<file path="config.mk">
export PLATFORM = sky130hd
export DESIGN_NAME = kerbin_addr_decoder
export DESIGN_NICKNAME = d
export VERILOG_FILES = /design/src/rtl/kerbin_addr_decoder.sv
export SDC_FILE = /design/constraint.sdc
export NUM_CORES = 1
export LEC_CHECK = 0
export BUFFER_PORTS_ARGS = -buffer_cell sky130_fd_sc_hd__buf_4
export CORE_MARGIN = 2
export CORE_UTILIZATION = 57
export DETAILED_ROUTE_END_ITERATION = 10
export GPL_TIMING_DRIVEN = 0
export PLACE_DENSITY_LB_ADDON = 0.05
export SETUP_SLACK_MARGIN = 0.05
export SLEW_MARGIN = 10
export SYNTH_ARGS = -nofsm -noshare
export SYNTH_HDL_FRONTEND = slang
export SYNTH_SLANG_ARGS = --single-unit
export TNS_END_PERCENT = 5
</file>
<file path="constraint.sdc">
create_clock -name clk_i -period 2.7 [get_ports clk_i]
set_input_delay 0.27 -clock clk_i [delete_from_list [all_inputs] [get_ports clk_i]]
set_output_delay 0.27 -clock clk_i [all_outputs]
set_load 0.02 [all_outputs]
</file>
<file path="src/rtl/kerbin_addr_decoder.sv">
// ---------------------------------------------------------------------------
// kerbin_addr_decoder
//
// Runtime-programmable, pipelined address decoder for the Kerbin SoC
// interconnect. It sits in front of the crossbar AW/AR demux and maps each
// request address onto a slave index.
//
// The block holds NR_RULES address windows [start, end). Each window resets
// to its parameter value, and software may rewrite it until the table is
// locked. An address that matches no window is reported as a miss and is
// routed to the error slave, whose index is NR_RULES.
//
// The decoder performs one lookup per cycle. The result goes through a
// single output register, so the latency is one cycle.
//
// Parameters
//   NR_RULES    number of address windows (>= 1)
//   ADDR_WIDTH  address width
//   START_ADDR  reset start address of each rule,
//               packed [NR_RULES-1:0][ADDR_WIDTH-1:0]
//   END_ADDR    reset end address (exclusive) of each rule, same shape
//   IDX_WIDTH   width of the slave index (derived; do not override)
//
// Ports
//   clk_i         clock; all logic runs on the rising edge
//   rst_ni        asynchronous active-low reset
//   cfg_we_i      single-cycle config write strobe
//   cfg_idx_i     rule to write
//   cfg_sel_i     0: write the start address, 1: write the end address
//   cfg_data_i    value to write
//   cfg_lock_i    sets the lock; the table is read-only until reset
//   cfg_err_o     1-cycle pulse when a write is rejected
//                 (table locked or index out of range)
//   cfg_locked_o  current lock state
//   req_valid_i   lookup request is valid
//   req_ready_o   decoder can accept a request
//   req_addr_i    address to decode
//   rsp_valid_o   lookup result is valid
//   rsp_ready_i   consumer accepts the result
//   rsp_idx_o     matched rule index, or NR_RULES on a miss
//   rsp_miss_o    no rule matched
//   miss_cnt_o    saturating count of accepted lookups that missed
// ---------------------------------------------------------------------------
module kerbin_addr_decoder #(
    parameter int NR_RULES   = 3,
    parameter int ADDR_WIDTH = 64,
    parameter logic [NR_RULES-1:0][ADDR_WIDTH-1:0] START_ADDR =
        {64'h0, 64'h8000_0000, 64'h1A00_0000},
    parameter logic [NR_RULES-1:0][ADDR_WIDTH-1:0] END_ADDR =
        {64'h0, 64'h8100_0000, 64'h1A00_2000},
    parameter int IDX_WIDTH  = $clog2(NR_RULES + 1)
) (
    input  logic                  clk_i,
    input  logic                  rst_ni,

    // Configuration port
    input  logic                  cfg_we_i,
    input  logic [IDX_WIDTH-1:0]  cfg_idx_i,
    input  logic                  cfg_sel_i,
    input  logic [ADDR_WIDTH-1:0] cfg_data_i,
    input  logic                  cfg_lock_i,
    output logic                  cfg_err_o,
    output logic                  cfg_locked_o,

    // Lookup request
    input  logic                  req_valid_i,
    output logic                  req_ready_o,
    input  logic [ADDR_WIDTH-1:0] req_addr_i,

    // Lookup response
    output logic                  rsp_valid_o,
    input  logic                  rsp_ready_i,
    output logic [IDX_WIDTH-1:0]  rsp_idx_o,
    output logic                  rsp_miss_o,

    // Statistics
    output logic [31:0]           miss_cnt_o
);

    // -----------------------------------------------------------------------
    // State
    // -----------------------------------------------------------------------
    logic [ADDR_WIDTH-1:0] r_start [NR_RULES];
    logic [ADDR_WIDTH-1:0] r_end   [NR_RULES];
    logic                  r_locked;
    logic                  r_cfg_err;
    logic                  r_rsp_valid;
    logic [IDX_WIDTH-1:0]  r_rsp_idx;
    logic                  r_rsp_miss;
    logic [31:0]           r_miss_cnt;

    // -----------------------------------------------------------------------
    // Combinational signals
    // -----------------------------------------------------------------------
    logic                  w_idx_in_range;
    logic                  w_write_ok;
    logic                  w_accept;
    logic [NR_RULES-1:0]   w_hit;
    logic [IDX_WIDTH-1:0]  w_dec_idx;
    logic                  w_dec_miss;
    logic                  w_cnt_sat;

    // -----------------------------------------------------------------------
    // Configuration qualification
    //
    // A write is honoured only while the table is unlocked and the index
    // names a real rule. The lock register is sampled before the edge, so a
    // write that arrives together with cfg_lock_i still lands; the lock then
    // takes effect from the following cycle.
    // -----------------------------------------------------------------------
    assign w_idx_in_range = (cfg_idx_i < IDX_WIDTH'(NR_RULES));
    assign w_write_ok     = cfg_we_i && !r_locked && w_idx_in_range;

    // -----------------------------------------------------------------------
    // Handshake
    //
    // The single output slot can take a new result when it is empty or when
    // it is being drained in this same cycle. Because of this there is no
    // bubble between back-to-back lookups.
    // -----------------------------------------------------------------------
    assign req_ready_o = !r_rsp_valid || rsp_ready_i;
    assign w_accept    = req_valid_i && req_ready_o;

    // -----------------------------------------------------------------------
    // Per-rule window match
    //
    // A rule whose end address is less than or equal to its start address
    // describes an empty window. The explicit end > start term keeps the
    // intent obvious and guarantees that such a rule never hits.
    // -----------------------------------------------------------------------
    for (genvar g = 0; g < NR_RULES; g++) begin : g_rule_match
        assign w_hit[g] = (r_end[g] > r_start[g])
                       && (req_addr_i >= r_start[g])
                       && (req_addr_i <  r_end[g]);
    end

    // -----------------------------------------------------------------------
    // Priority select
    //
    // The loop walks from the highest index down to the lowest, so the
    // lowest matching rule is written last and wins an overlap. When no
    // rule matches, the defaults point the lookup at the error slave.
    // -----------------------------------------------------------------------
    always_comb begin
        w_dec_idx  = IDX_WIDTH'(NR_RULES);
        w_dec_miss = 1'b1;
        for (int i = NR_RULES - 1; i >= 0; i--) begin
            if (w_hit[i]) begin
                w_dec_idx  = IDX_WIDTH'(i);
                w_dec_miss = 1'b0;
            end
        end
    end

    // -----------------------------------------------------------------------
    // Address table
    //
    // Lookups in the same cycle decode against the pre-edge contents. A
    // write therefore affects only requests accepted from the next cycle
    // onward, and it never changes a result that is already registered.
    // -----------------------------------------------------------------------
    always_ff @(posedge clk_i or negedge rst_ni) begin
        if (!rst_ni) begin
            for (int i = 0; i < NR_RULES; i++) begin
                r_start[i] <= START_ADDR[i];
                r_end[i]   <= END_ADDR[i];
            end
        end else begin
            for (int i = 0; i < NR_RULES; i++) begin
                if (w_write_ok && (cfg_idx_i == IDX_WIDTH'(i))) begin
                    if (cfg_sel_i) begin
                        r_end[i]   <= cfg_data_i;
                    end else begin
                        r_start[i] <= cfg_data_i;
                    end
                end
            end
        end
    end

    // -----------------------------------------------------------------------
    // Lock and error reporting
    //
    // Once the lock is set it stays set until reset. The error flag is a
    // one-cycle pulse that follows any rejected write strobe.
    // -----------------------------------------------------------------------
    always_ff @(posedge clk_i or negedge rst_ni) begin
        if (!rst_ni) begin
            r_locked  <= 1'b0;
            r_cfg_err <= 1'b0;
        end else begin
            r_locked  <= r_locked || cfg_lock_i;
            r_cfg_err <= cfg_we_i && !w_write_ok;
        end
    end

    // -----------------------------------------------------------------------
    // Output register
    //
    // On an accept, the register loads a fresh decode. If the consumer takes
    // the result and nothing new arrives, the slot empties. In every other
    // case (including back-pressure), the held result stays untouched.
    // -----------------------------------------------------------------------
    always_ff @(posedge clk_i or negedge rst_ni) begin
        if (!rst_ni) begin
            r_rsp_valid <= 1'b0;
            r_rsp_idx   <= '0;
            r_rsp_miss  <= 1'b0;
        end else if (w_accept) begin
            r_rsp_valid <= 1'b1;
            r_rsp_idx   <= w_dec_idx;
            r_rsp_miss  <= w_dec_miss;
        end else if (rsp_ready_i) begin
            r_rsp_valid <= 1'b0;
        end
    end

    // -----------------------------------------------------------------------
    // Miss counter
    //
    // The counter counts accepted lookups that miss. It sticks at all-ones
    // rather than wrapping, so that a large count is never mistaken for a
    // small one.
    // -----------------------------------------------------------------------
    assign w_cnt_sat = &r_miss_cnt;

    always_ff @(posedge clk_i or negedge rst_ni) begin
        if (!rst_ni) begin
            r_miss_cnt <= '0;
        end else if (w_accept && w_dec_miss && !w_cnt_sat) begin
            r_miss_cnt <= r_miss_cnt + 32'd1;
        end
    end

    // -----------------------------------------------------------------------
    // Outputs
    // -----------------------------------------------------------------------
    assign cfg_err_o    = r_cfg_err;
    assign cfg_locked_o = r_locked;
    assign rsp_valid_o  = r_rsp_valid;
    assign rsp_idx_o    = r_rsp_idx;
    assign rsp_miss_o   = r_rsp_miss;
    assign miss_cnt_o   = r_miss_cnt;

endmodule

</file>
==> results of run 1 <==
## critical path, cell delays in order, from the launching register on
cell and delay [ns]:
dfrtp_1 0.35, inv_1 0.08, ha_4 0.27, nand4_1 0.19, nor4_4 0.47, nand3_2 0.20, or4_4 0.50, a211oi_4 0.34
a2111oi_4 0.10, nand3_2 0.15, nand3_4 0.17, buf_8 0.22, nor4b_4 0.28, xor2_1 0.20
## kinds of logic after synthesis
kind of cell,after synthesis,synth area share (%)
and+or+nand+nor,728,12.10
AOI/OAI and AO/OA,655,12.85
adders and majority gates,574,24.51
buffers and inverters,464,5.991
DFF,422,36.08
muxes,197,7.570
xor gates and xnor gates,30,0.8967
## worst max path at each step
stage / endpoint / start
3_3_place_gp: r_end[77] / rst_ni
2_1_floorplan: miss_cnt_o[11] / r_end[55]
4_1_cts: miss_cnt_o[28] / r_end[52]
3_5_place_dp: miss_cnt_o[30] / r_end[58]
6_report: miss_cnt_o[22] / r_end[54]
5_1_grt: miss_cnt_o[22] / r_end[54]
## Yosys cell counts (all sizes together) (3+ instances only)
cell type,n
o221ai,4
dfrtp,412
a21o,54
o31ai,4
xor2,30
a21boi,3
nor4,20
and3,14
nor2,68
nand2b,10
mux2,197
nor3b,5
nor3,45
nand4,109
nand2,348
o211ai,11
nor2b,11
o2111ai,3
ha,574
o311ai,4
o21ai,282
and2,3
a211o,3
o21a,7
or2,3
a21oi,207
a211oi,26
clkbuf,63
or3,4
nand3,59
nand3b,3
buf,9
a2111oi,10
a221oi,19
inv,392
and4,17
dfstp,10
nor4b,3
## routing by layer
layer	part of all wire, %	wire, µm	vias up
met5	0.023	20	-
met4	3.6	3197	4
li1	-	-	11590
met1	44	38410	12250
met2	47	41470	672
met3	5.2	4539	179
## cell type report
cell class	instances	share of cell area [%]
plain buffers	72	0.9081
clock buffers	71	4.029
flip-flops and latches	422	30.45
repair buffers	284	7.013
well taps	680	2.451
diodes	1	0.007207
multi-input cells	2184	50.34
inverters	392	4.238
clock inverters	17	0.5658
## flip-flops by register name (all words and copies together), names as in the netlist
signal	cells
r_end	192
r_start	192
miss_cnt_o	32
rsp_idx_o	2
cfg_err_o	1
cfg_locked_o	1
rsp_miss_o	1
rsp_valid_o	1
## power breakdown
part / switching (mW) / total, mW / internal [mW]
combinational: 1.88 / 3.19 / 1.32
sequential: 0.271 / 6.98 / 6.71
clock: 2.77 / 6.73 / 3.96
## through the flow
step	std cells	area, µm²	hold slack [ns]	setup TNS (ns)	setup WS [ns]
final	4123	34720	0.09195	-28.55	-0.9194
after global routing	4122	34720	0.06264	-32.26	-1.015
after CTS	4118	34580	0.04331	-24.65	-0.8450
after detailed placement	3932	31670	0.2491	-88.65	-1.751
after global placement	3923	31480	0.4672	-1429.17	-2.954
after floorplan	3070	29330	-0.02559	-0.8880	-0.04100
## timing repair
item	in CTS	in global routing
cloned	1	0
hold buffers	68	0
resized for setup	86	24
pin swaps	18	2
buffers inserted	29	4
hold endpoints to repair	438	0
endpoints found under the setup margin	164	67
==> results list, run 1 <==
* Status: complete, but fails checks
* Violated checks: setup timing
- Pin count of the biggest net entering global routing: 109
- For this design the top-level I/O count stands at roughly 180.
* Highest achievable clock rate: 276.3 MHz
- Number of antenna-violating nets in the routed design: 0
- Most common library cell in the layout ignoring fill and taps: ha_1
* Number of core rows: 83
- Dividing the final minimum period by the clock period gives 134.1%.
* Share of the core filled with cells in the final layout: between 60% and 70%
- The critical path is of the reg2reg type.
* Setup ws final: -0.9194 ns
* Top library cells by usage in the layout, fill and taps aside: ha_1, dfrtp_1, inv_1
- Starting density of the core: 57.35%
- Measured slew at the worst slew-check pin: about 1.2 ns
- Measured against its own limit, the worst slew margin works out to 19.43%.
- Global routing usage on met2: 55.02%
- Along the worst hold path, the cell count comes to 2.
- Across all register-to-register paths, the minimum setup slack is -0.92 ns.
- Global routing finished with a remaining overflow of 0.
* TritonCTS clock tree: done
- For hold timing, the worst endpoint is cfg_err_o.
* Global-route usage over all layers: ~33%
* Nets in the synthesized netlist: ~3800
- Period minus WS final: between 3 and 4 ns
- Post-synth EDFFs: 0
* Clock transition at the register clock pins on the worst setup and hold paths after CTS: roughly 0.060 ns
- For the worst flop-to-flop path, the logic depth is 13.
- After detailed routing, the total wire length is 87.65 mm.
* Buffers from clock root to sink, at most: 3
- Hold path startpoint: cfg_we_i
- The number of antenna violations at the first check in global routing was 2.
- Sequential cells were found to cover 36.08% of the synthesized design area.
- Highest fanout seen on the critical path: 10
- Register area: 0.01057 mm²
- Predominant post-synthesis flop cell: dfrtp_1
- In this run, CTS created clock tree buffers numbering 48.
- Counting flops with an async set or reset pin after synthesis yields a share of 100.0%.
* Number of optimization iterations in the first detailed-route pass: 5
- The biggest area contributor in the post-synthesis netlist is dfrtp_1.
- In the global route stage, met3 resource usage came out at 4.323%.
- Data arrival at the endpoint of the critical path: 4.13 ns
* Number of warnings printed during yosys synthesis: 0
* Full die area: 0.05324 mm²
- The top cell type by area accounts for 35.18% of the synthesized area.
* Synth unique cells: 66
* Most Crowded Layer GR: met2
* Total power: 16.91 mW
* Number of instances in the synthesized netlist: around 3000
- Core Box Area: 0.05109 mm²
- Maximum clock skew at final layout: 0.02432 ns
- P per Cell Area: 487.0 mW/mm²
* Horizontal die dimension: 230.7 µm
- Wire length per cell after detailed routing: 21.26 µm
- Number of clock sinks: ~420
- The endpoint identified for the worst register-to-register timing path is miss_cnt_o[22].
- The first global-routing pass estimated 136.5 mm of wire.
* Cell types occupying the most area after synthesis: dfrtp_1, ha_1, mux2_2
* Multi-input gate area in the final layout: 0.01748 mm²
* Met1 Usage GRT: 43.87%
- After the first detailed-routing iteration, the DRC count stood at 1521.
* DR vias/cell: 5.987
* Leakage power of the design: between 15 and 20 nW
- Final Max Tran Viols: 0
- Chip Height: approximately 230 µm
* Synthesized area per cell: between 9 and 10 µm²
- STA classifies the critical path endpoint as a flip-flop.
* Synth-to-layout area growth: 18.48%
- Beginning of the worst register-to-register path: r_end[54]
- Unrepaired setup endpoints after global routing: yes
- After detailed routing, the number of remaining DRC violations is 0.
- H-tree levels: 2
- Number of vias after detailed routing: about 25000
* Number of setup violations in the final report: 35
- Worst-case vdd ir drop: 0.4328 mV
* Post-DP HPWL: 67.07 mm
* Area of the mapped netlist: 0.02930 mm²
- Fraction of layout instances using a drive strength above 1: 17.26%
- Fill cells in the final layout number 4097.
* GP Congestion: 0.9508
- Clock latency at the later pin of the worst-skew pair: 0.60 ns
* Root buffer cell: clkbuf_16
* Worst min-delay path class: in2reg
* Category of the worst setup path launch point: flip-flop
* Total Nets Final: 4115
- The synthesized design contains 422 register bits.
* Via count of the first global-routing pass: 24880
* Max_cap viols: 0
* Port bufs: 173
- Final-report hold violation count: 0
- At the worst endpoint, the required time is 3.21 ns.
Note: power is estimated with default switching activity, not from simulation.
==> inputs of run 2 (changes only) <==
--- a/config.mk
+++ b/config.mk
@@ -6,11 +6,12 @@
 export NUM_CORES = 1
 export LEC_CHECK = 0
 export BUFFER_PORTS_ARGS = -buffer_cell sky130_fd_sc_hd__buf_4
+export CAP_MARGIN = 0
 export CORE_MARGIN = 2
 export CORE_UTILIZATION = 57
 export DETAILED_ROUTE_END_ITERATION = 10
 export GPL_TIMING_DRIVEN = 0
-export PLACE_DENSITY_LB_ADDON = 0.05
+export PLACE_DENSITY = 0.78
 export SETUP_SLACK_MARGIN = 0.05
 export SLEW_MARGIN = 10
 export SYNTH_ARGS = -nofsm -noshare
==> run 2 against run 1 <==
Compared with the run above:
- the flow still finishes with violations (setup timing)
- power grew 2.4%
- utilization decreased by 0.26 points
- maximum frequency is 2.9% higher
- non-clock buffer count fell by 27
- combinational power hardly changed
- sequential share of layout area up 0.12 points
- sequential power hardly changed
- global-route usage decreased by 0.17 points
- clock power grew 6.1%
- worst setup slack better by 0.10 ns
- sequential cell count unchanged
- via count up 1.8%
- critical path type unchanged
==> results list, run 2 (synthesis results as in run 1) <==
* Status: complete, but fails checks
- The checks that failed: setup timing.
- The power per cell area is 500.5 mW/mm² (+2.8%).
- Number of fill cells in the layout: 3908 (-4.6%)
- Slack of the worst reg-to-reg path: -0.82 ns (+0.10 ns)
- Data required time at the worst endpoint: 3.22 ns (about the same)
- The die width came to 230.7 µm (unchanged).
* Unrepaired setup endpoints after global routing: yes
- The fraction of the cycle the final worst path needs came to 130.2% (-3.8 points).
- Clock tree synthesis selected as its root buffer the cell clkbuf_16.
- DR vias/cell: 6.124 (+2.3%)
- The worst-case clock skew is 0.01259 ns (-0.01172 ns).
* Number of buffer and inverter instances along the worst setup path: 2 (unchanged)
- Fraction of layout instances using a drive strength above 1: 16.58% (-0.68 points)
- The max-cap check violation count was 0 (unchanged).
* Pin count of the biggest net entering global routing: 107 (-1.8%)
- Final Max Tran Viols: 0 (unchanged)
- The initial standard-cell utilization of the core is 57.35% (unchanged).
* Capture instance of the worst register-to-register path: miss_cnt_o[11]
- The placed wire-length estimate after detailed placement came to 66.40 mm (-0.99%).
* Antenna violations before repair: 2 (unchanged)
* Global-route usage over all layers: 32.82% (-0.17 points)
* Worst slew margin relative to its limit: 27.98% (+8.5 points)
- H-tree levels: 2 (unchanged)
- Buffers from clock root to sink, at most: 3 (unchanged)
* Critical path's top delay family: simple AND/OR/NAND/NOR gates
- Overall routed net length: 87.57 mm (about the same)
- Highest fanout seen on the critical path: 10 (unchanged)
- Most common library cell in the layout ignoring fill and taps: ha_1
- Full die area: 0.05324 mm² (unchanged)
- In this run the most critical hold path is launched from cfg_idx_i[0].
- Category of the critical setup timing path: reg2reg
- Data arrival at the endpoint of the critical path: 4.04 ns (-0.09 ns)
* Via count of the first global-routing pass: 25680 (+3.2%)
- Worst min-delay path class: in2reg
- GP Congestion: 0.9560 (+0.55%)
* Number of setup violations in the final report: 35 (unchanged)
- The total number of placement rows is 83 (unchanged).
- The area of the core region is 0.05109 mm² (unchanged).
* TritonCTS clock tree: done
- The latest clock arrival within the worst-skew pair is 0.60 ns (about the same).
- The CTS clock-pin slew for the worst setup and hold paths was 0.06 ns (about the same).
* Clock buffers created by TritonCTS: 50 (+4.2%)
* Port bufs: 173 (unchanged)
- Number of vias after detailed routing: 25130 (+1.8%)
- In this design, the critical path's most frequently occurring cell is nand3_2.
- The path with the worst hold slack has its endpoint at cfg_err_o.
- The worst ir drop on vdd is 0.4595 mV (+6.2%).
- Top library cells by usage in the layout, fill and taps aside: ha_1, dfrtp_1, inv_1
- The average routed wire per standard cell is 21.34 µm (+0.38%).
- The top-level I/O count was 176 (unchanged).
* Number of optimization iterations in the first detailed-route pass: 5 (unchanged)
* Measured slew at the worst slew-check pin: 1.080 ns (-0.1172 ns)
* Chip Height: 230.7 µm (unchanged)
- First-pass GRT wire length: 136.8 mm (+0.22%)
- The total congestion overflow came to 0 (unchanged).
- Leakage power of the design: 17.37 nW (-0.28%)
- Highest achievable clock rate: 284.4 MHz (+2.9%)
- Worst R2R Path Depth: 13 (unchanged)
* Number of antenna-violating nets in the routed design: 0 (unchanged)
- The violation count after the first detailed-route iteration is 1712 (+13%).
* Setup Slack @ Placement: -1.429 ns (+0.3218 ns)
* Total Nets Final: 4090 (-0.61%)
- The total number of clock tree sinks is 422 (unchanged).
- STA classifies the critical path startpoint as a flip-flop.
* Period minus WS final: 3.516 ns (-0.1031 ns)
- Beginning of the worst register-to-register path: r_end[59]
- Setup ws final: -0.8164 ns (+0.1031 ns)
- The final hold violation count came to 0 (unchanged).
- Synth-to-layout area growth: 18.04%
- Worst stage delay on the critical path: 0.54 ns (+0.04 ns)
* Worst hold path depth: 3 (+1)
- The critical path goes through inv_1 -> ha_1 -> nand4_1 -> nor4_4 -> nand3_2 -> or4_4 -> a211oi_4 -> a2111oi_1 -> nand3_2 -> nand3_4 -> buf_8 -> nor4b_4 -> xor2_1.
- The worst setup path is captured at a flip-flop.
* DRC violations left: 0 (unchanged)
* Worst-path cell with the longest stage delay: or4_4
- The core occupancy in the finished layout was 67.70% (-0.26 points).
run 2: cell count changes in the layout (fill, tap and decap cells not counted), moves of 4 or more:
cell | previous run | this run
buf_4 | 201 | 183
nor3_2 | 13 | 19
buf_6 | 8 | 3
buf_2 | 6 | 2
clkbuf_16 | 49 | 53
clkbuf_8 | 9 | 13
nor3_4 | 5 | 1
run 2: layer usage:
| metal | vias up | part of all wire [%] | track usage (%) |
|---|---|---|---|
| li1 | 11520 | - | - |
| met1 | 12390 | 42 | 42.03 |
| met2 | 981 | 47 | 54.54 |
| met3 | 238 | 6.6 | 5.225 |
| met4 | 0 | 4.5 | 15.38 |
| met5 | - | 0 | 0 |
run 2: worst max-delay path by stage:
stage / startpoint / to / slack, ns / cells after the start
global placement: rst_ni / r_start[12] / -2.87 / 1
CTS: r_end[54] / miss_cnt_o[11] / -0.80 / 13
global route: r_end[59] / miss_cnt_o[22] / -0.90 / 13
floorplan: r_end[55] / miss_cnt_o[11] / -0.04 / 13
finish: r_end[59] / miss_cnt_o[11] / -0.82 / 13
detailed placement: req_addr_i[59] / miss_cnt_o[22] / -1.43 / 13
run 2: stage by stage:
stage / hold WS, ns / setup TNS [ns] / std cells / power (mW) / cell area [µm²]
4_1_cts: 0.07519 / -24.92 / 4096 / 17.26 / 34360
5_1_grt: 0.1079 / -27.86 / 4100 / 18.02 / 34580
2_1_floorplan: -0.02559 / -0.8880 / 3070 / 8.727 / 29330
3_3_place_gp: 0.4676 / -1391.95 / 3923 / 9.842 / 31480
6_report: 0.1170 / -24.37 / 4104 / 17.31 / 34590
3_5_place_dp: 0.2775 / -71.73 / 3929 / 10.06 / 31640
run 2: layout make-up:
cell class | count | area, µm² | share of cell area [%]
Sequential cell | 422 | 10570 | 30.57
Clock buffer | 76 | 1543 | 4.460
Inverter | 392 | 1471 | 4.254
Timing Repair Buffer | 257 | 2197 | 6.352
Multi-Input combinational cell | 2184 | 17440 | 50.42
Clock inverter | 17 | 192.7 | 0.5571
Antenna cell | 4 | 10.01 | 0.02894
Buffer | 72 | 311.5 | 0.9007
Tap cell | 680 | 850.8 | 2.460
run 2: repair_timing:
action | in CTS | in global routing
resized for setup | 51 | 40
pin swaps | 4 | 8
hold endpoints to repair | 453 | 0
buffers inserted | 5 | 4
setup endpoints to repair | 131 | 111
hold buffers | 69 | 0
run 2: tightest hold or removal path: cells and delay by family:
kind | cells | cell delay (ns)
compound gates | 1 | 0.14
buf+inv | 1 | 0.12
simple gates | 1 | 0.12
run 2: report_power, final:
| part | internal (mW) | switching (mW) | total, mW |
|---|---|---|---|
| clock network | 4.31 | 2.83 | 7.14 |
| registers | 6.71 | 0.284 | 6.99 |
| logic | 1.29 | 1.89 | 3.18 |
